`config.mk`:
```
export PLATFORM = sky130hd
export DESIGN_NAME = matmul_gesture_classifier
export DESIGN_NICKNAME = d
export VERILOG_FILES = /design/src/rtl/matmul_gesture_classifier.sv
export SDC_FILE = /design/constraint.sdc
export NUM_CORES = 1
export LEC_CHECK = 0
export CORE_MARGIN = 1
export CORE_UTILIZATION = 29
export DETAILED_ROUTE_END_ITERATION = 7
export PLACE_DENSITY = 0.45
export SLEW_MARGIN = 30
export SYNTH_ARGS = -nofsm -noshare
export SYNTH_HDL_FRONTEND = slang
export SYNTH_SLANG_ARGS = --single-unit
export TNS_END_PERCENT = 30
```
`constraint.sdc`:
```
create_clock -name clk_i -period 8.7 [get_ports clk_i]
set_clock_uncertainty 0.1 [all_clocks]
set_input_delay 1.305 -clock clk_i [delete_from_list [all_inputs] [get_ports clk_i]]
set_output_delay 1.305 -clock clk_i [all_outputs]
set_load 0.02 [all_outputs]
```
`src/rtl/matmul_gesture_classifier.sv`:
```
// rtl/matmul_gesture_classifier.sv - 8x8 frame gesture classifier (dot product against ROM weights, argmax)
//
// Buffers one 64-pixel frame, walks the weight ROM once per gesture
// (UP=0, DOWN=1, LEFT=2, RIGHT=3), accumulates pixel*weight and reports the
// best-scoring gesture. Ties go to the lowest gesture index.
//
// Ports:
//   clk_i, reset_i            clock, synchronous active-high reset
//   pixel_i/valid_i/ready_o   upstream pixel stream, raster order
//   gesture_o/pixel_addr_o    weight ROM read address (0 outside COMPUTE)
//   weight_i                  signed ROM weight, combinational from the address
//   class_o/score_o/valid_o   result, held while valid_o is high
//   ready_i                   downstream accepts result
//
// Build option: MATMUL_CLASSIFIER_WREG_EN registers weight and pixel one
// stage ahead of the multiply-accumulate (COMPUTE takes one extra cycle).
module matmul_gesture_classifier #(
  parameter int PIXEL_WIDTH_P   = 8,
  parameter int COUNTER_WIDTH_P = 8,
  parameter int ACC_WIDTH_P     = 20
) (
  input  logic                          clk_i,
  input  logic                          reset_i,
  input  logic [PIXEL_WIDTH_P-1:0]      pixel_i,
  input  logic                          valid_i,
  output logic                          ready_o,
  output logic [1:0]                    gesture_o,
  output logic [5:0]                    pixel_addr_o,
  input  logic signed [COUNTER_WIDTH_P-1:0] weight_i,
  output logic [1:0]                    class_o,
  output logic signed [ACC_WIDTH_P-1:0] score_o,
  output logic                          valid_o,
  input  logic                          ready_i
);

  typedef enum logic [1:0] {LOAD, COMPUTE, DONE} state_e;

  state_e state_q, state_d;

  logic [PIXEL_WIDTH_P-1:0] pix_buf_q [64];
  logic [5:0] wr_cnt_q;
  logic [5:0] a_q;
  logic [1:0] g_q;
  logic signed [ACC_WIDTH_P-1:0] acc_q, best_score_q;
  logic [1:0] best_class_q;

  logic accept;
  logic issue_en;

  // Operands presented to the multiply-accumulate stage.
  logic                              mac_en;
  logic                              mac_last;
  logic [1:0]                        mac_g;
  logic [PIXEL_WIDTH_P-1:0]          mac_pix;
  logic signed [COUNTER_WIDTH_P-1:0] mac_w;

  logic signed [ACC_WIDTH_P-1:0] pix_ext, w_ext, prod, sum;
  logic frame_end;

  assign accept = valid_i && ready_o;

`ifdef MATMUL_CLASSIFIER_WREG_EN
  // Addresses are issued one cycle ahead of the MAC; issue stops after the
  // last address of gesture 3 while the final product drains.
  logic                              issue_done_q;
  logic                              mac_en_q, mac_last_q;
  logic [1:0]                        mac_g_q;
  logic [PIXEL_WIDTH_P-1:0]          mac_pix_q;
  logic signed [COUNTER_WIDTH_P-1:0] mac_w_q;

  assign issue_en = (state_q == COMPUTE) && !issue_done_q;
  assign mac_en   = mac_en_q;
  assign mac_last = mac_last_q;
  assign mac_g    = mac_g_q;
  assign mac_pix  = mac_pix_q;
  assign mac_w    = mac_w_q;

  always_ff @(posedge clk_i) begin
    if (reset_i) begin
      issue_done_q <= 1'b0;
      mac_en_q     <= 1'b0;
      mac_last_q   <= 1'b0;
      mac_g_q      <= 2'd0;
      mac_pix_q    <= '0;
      mac_w_q      <= '0;
    end else begin
      if (state_q == LOAD) begin
        issue_done_q <= 1'b0;
      end else if (issue_en && a_q == 6'd63 && g_q == 2'd3) begin
        issue_done_q <= 1'b1;
      end
      mac_en_q   <= issue_en;
      mac_last_q <= (a_q == 6'd63);
      mac_g_q    <= g_q;
      mac_pix_q  <= pix_buf_q[a_q];
      mac_w_q    <= weight_i;
    end
  end
`else
  assign issue_en = (state_q == COMPUTE);
  assign mac_en   = issue_en;
  assign mac_last = (a_q == 6'd63);
  assign mac_g    = g_q;
  assign mac_pix  = pix_buf_q[a_q];
  assign mac_w    = weight_i;
`endif

  // Unsigned pixel times signed weight, evaluated and wrapped at accumulator width.
  assign pix_ext   = {{(ACC_WIDTH_P-PIXEL_WIDTH_P){1'b0}}, mac_pix};
  assign w_ext     = {{(ACC_WIDTH_P-COUNTER_WIDTH_P){mac_w[COUNTER_WIDTH_P-1]}}, mac_w};
  assign prod      = pix_ext * w_ext;
  assign sum       = acc_q + prod;
  assign frame_end = mac_en && mac_last && (mac_g == 2'd3);

  always_comb begin
    state_d = state_q;
    case (state_q)
      LOAD:    if (accept && wr_cnt_q == 6'd63) state_d = COMPUTE;
      COMPUTE: if (frame_end) state_d = DONE;
      DONE:    if (ready_i) state_d = LOAD;
      default: state_d = LOAD;
    endcase
  end

  always_ff @(posedge clk_i) begin
    if (reset_i) state_q <= LOAD;
    else         state_q <= state_d;
  end

  // Frame buffer is deliberately not reset.
  always_ff @(posedge clk_i) begin
    if (accept) pix_buf_q[wr_cnt_q] <= pixel_i;
  end

  always_ff @(posedge clk_i) begin
    if (reset_i) begin
      wr_cnt_q     <= 6'd0;
      a_q          <= 6'd0;
      g_q          <= 2'd0;
      acc_q        <= '0;
      best_score_q <= '0;
      best_class_q <= 2'd0;
    end else begin
      if (accept) wr_cnt_q <= wr_cnt_q + 6'd1;
      if (state_q == DONE && ready_i) wr_cnt_q <= 6'd0;

      if (state_q == LOAD) begin
        a_q   <= 6'd0;
        g_q   <= 2'd0;
        acc_q <= '0;
      end else if (issue_en) begin
        a_q <= a_q + 6'd1;
        if (a_q == 6'd63) g_q <= g_q + 2'd1;
      end

      if (mac_en) begin
        if (mac_last) begin
          acc_q <= '0;
          // Gesture 0 seeds the best; later gestures must strictly beat it.
          if (mac_g == 2'd0 || sum > best_score_q) begin
            best_score_q <= sum;
            best_class_q <= mac_g;
          end
        end else begin
          acc_q <= sum;
        end
      end
    end
  end

  assign ready_o      = (state_q == LOAD) && !reset_i;
  assign valid_o      = (state_q == DONE) && !reset_i;
  assign class_o      = valid_o ? best_class_q : 2'd0;
  assign score_o      = valid_o ? best_score_q : '0;
  assign gesture_o    = (issue_en && !reset_i) ? g_q : 2'd0;
  assign pixel_addr_o = (issue_en && !reset_i) ? a_q : 6'd0;

endmodule

```
==> impl_metrics.json <==
{
  "worstPathRequired_ps": 9110,
  "antenna_left": 0,
  "ir_drop_mv": 0.125,
  "track_usage_pct": 14.7,
  "pwr_density_cell_nw_per_um2": 218,
  "rows": 108,
  "synth_top_cell_area_share_pct": 59.7,
  "holdBufCountCts": 0,
  "antenna_found_initial": 3,
  "syn_avg_cell_area_um2": 17.1,
  "portBuffers": 51,
  "wl_um": 65400,
  "finalHoldViolations": 0,
  "synth_edf_count": 512,
  "vias_per_cell": 4.80,
  "path_max_fanout": 6,
  "htree_num_levels": 3,
  "start_kind": "register",
  "cp_slowest_stage_delay_ps": 580,
  "end_kind": "register",
  "rsz0062_at_grt": "true",
  "drtPass1Iterations": 5,
  "r2r_slack_ps": 70,
  "clock_path_buffers": 3,
  "cts_buffers": 66,
  "initial_utilization_pct": 29.5,
  "grt_pass1_wl_um": 97200,
  "post-route-drc-count": 0,
  "critPathMostFrequentCell": "fa_1",
  "seqCellArea_um2": 16700,
  "gp_congestion": 0.776,
  "cp_slowest_cell": "fa_2",
  "timing.rr.end": "best_score_q[5]",
  "ys.flop_type": "edfxtp_1",
  "clk_pin_slew_worst_paths_ps": 60,
  "clock_latency_ps": 620,
  "reg2reg_depth": 30,
  "synth_seq_area_share_pct": 64.7,
  "finalCritPeriodShare_pct": 99.2,
  "synth_seq_cells": 576,
  "syn_nets": 1661,
  "die_h_um": 300,
  "synth_warnings": 0,
  "finalWorstPathRequiredPeriod_ps": 8630,
  "wire_per_inst_um": 22.9,
  "grt_overflow": 0,
  "slew_viol_final": 0,
  "fmax_mhz": 116,
  "worstSetupPathType": "reg2reg",
  "synthTopCellsByArea": "edfxtp_1, mux4_2, dfxtp_1, ha_1, fa_1",
  "arrival_ps": 9040,
  "io_pins": 52,
  "cts.sinks": 576,
  "grt_max_degree": 70,
  "multiInputGateArea_um2": 8670,
  "antenna_cells": 0,
  "drv_cap": 0,
  "cts_tree": "built",
  "worstMarginPinSlew_ps": 1100,
  "core_area_um2": 87300,
  "setup_viol": 0,
  "synth_top_area_cell": "edfxtp_1",
  "relSlewSlack_pct": 26.5,
  "fp.dieW_um": 300,
  "grt_pass1_vias": 14400,
  "p_total_mw": 6.73,
  "hold_path_class": "reg2reg",
  "synth_async_sr_flop_share_pct": 0,
  "via_count": 13700,
  "dpl_cell_area_um2": 27900,
  "netlist_area_um2": 25700,
  "drt_iter0_drc": 905,
  "layout-drive-gt1-share_pct": 24.4,
  "die-area_um2": 89900,
  "leakage_nw": 10.1,
  "synth_cells": 1505,
  "cts-root-buf": "clkbuf_16",
  "synthToLayoutAreaGrowth_pct": 20.0,
  "fin_area_um2": 30900,
  "status": "completed",
  "num-fill-cells": 8294,
  "dp_hpwl_um": 42600,
  "nNetsFinal": 1804,
  "yosysUniqueCellTypes": 54,
  "crit_path_end": "best_score_q[5]"
}
cell families after synthesis:
| logic type | count (synthesis) | synth area share (%) |
|---|---|---|
| flops | 576 | 64.7 |
| simple gates | 304 | 5.52 |
| mux | 170 | 14.8 |
| fa+ha+maj | 136 | 8.13 |
| buf+inv | 174 | 2.74 |
| compound gates | 122 | 3.28 |
| xor+xnor | 23 | 0.836 |
routing by layer:
metal	vias to the layer above	global-route usage [%]	part of all wire (%)
met3	95	2.77	4.2
met5	-	0	0.041
met2	299	24.0	49
met4	4	4.12	2.5
met1	7168	19.9	45
li1	6143	-	-
final cells by class:
cell class / count / area share [%]
clock buffers: 83 / 5.69
clock inverters: 39 / 1.35
inverters: 102 / 1.24
multi-input cells: 756 / 28.1
flip-flops and latches: 576 / 54.0
well taps: 1155 / 4.68
repair buffers: 146 / 5.00
state kept, by name, summed over array words and instances, names as in the netlist, named ones only:
register and cells:
best_class_q 2, best_score_q 20, pix_buf_q 512, g_q 2
a_q 6, state_q 2, acc_q 20, wr_cnt_q 6
cell usage after synthesis (all sizes together) (10+ instances only):
cell and count:
edfxtp 512, mux4 168, nor2 118, inv 102
ha 84, dfxtp 64, fa 52, nand2 51
clkbuf 49, and2 37, a21oi 32, nor3 30
nand3 26, buf 23, a22oi 20, o211ai 16
xnor2 12, o2111ai 10, xor2 10
power breakdown:
group	switching (mW)	total [mW]	internal [mW]
clock	1.16	2.77	1.61
sequential	0.00181	3.01	3.01
combinational	0.554	0.953	0.399
how the worst min path moves through the flow:
stage               startpoint               to  slack, ps  cells after the start
2_1_floorplan  best_class_q[0]  best_class_q[0]        340                      2
3_3_place_gp   best_score_q[4]  best_score_q[4]        350                      2
3_5_place_dp   best_score_q[8]  best_score_q[8]        360                      2
4_1_cts        best_score_q[8]  best_score_q[8]        360                      2
5_1_grt        best_score_q[1]  best_score_q[1]        390                      2
6_report       best_score_q[1]  best_score_q[1]        360                      2
metrics by stage:
step / setup TNS, ps / setup WS (ps) / instances / utilization (%) / hold WS (ps)
finish: 0 / 72.5 / 2857 / 35.4 / 362
global route: -4020 / -204 / 2857 / 35.4 / 388
CTS: 0 / 19.7 / 2828 / 34.7 / 364
detailed placement: -2590 / -206 / 2693 / 31.9 / 358
global placement: -1360 / -120 / 2693 / 31.9 / 352
floorplan: 0 / 431 / 1505 / - / 339
worst max-delay path: cells and delay by family (launching register included):
family,cells,cell delay [ps]
DFF,1,370
xor gates and xnor gates,1,110
muxes,3,1620
AOI/OAI and AO/OA,7,1440
buffers and inverters,9,1100
adders and majority gates,7,3130
and+or+nand+nor,3,640
cells in the final DEF, fill, tap and decap left out, drive strengths merged, types with 6 or more instances in the layout:
master	instances
a21o	8
a21oi	32
a22oi	20
and2	37
and3	8
buf	102
clkbuf	85
clkdlybuf4s50	42
clkinv	24
clkinvlp	6
dfxtp	64
edfxtp	512
fa	52
ha	84
inv	106
mux4	168
nand2	51
nand2b	6
nand3	26
nand4	8
nor2	118
nor2b	7
nor3	30
o2111ai	10
o211ai	16
o21ai	7
o31ai	8
xnor2	12
xor2	10
what timing repair did:
action                                  CTS  global route
pin swaps                                 2            23
endpoints found under the setup margin   22            22
resized for setup                         5            58
buffers inserted                         11            26
cloned                                    2             4
Note: power is estimated with default switching activity, not from simulation.
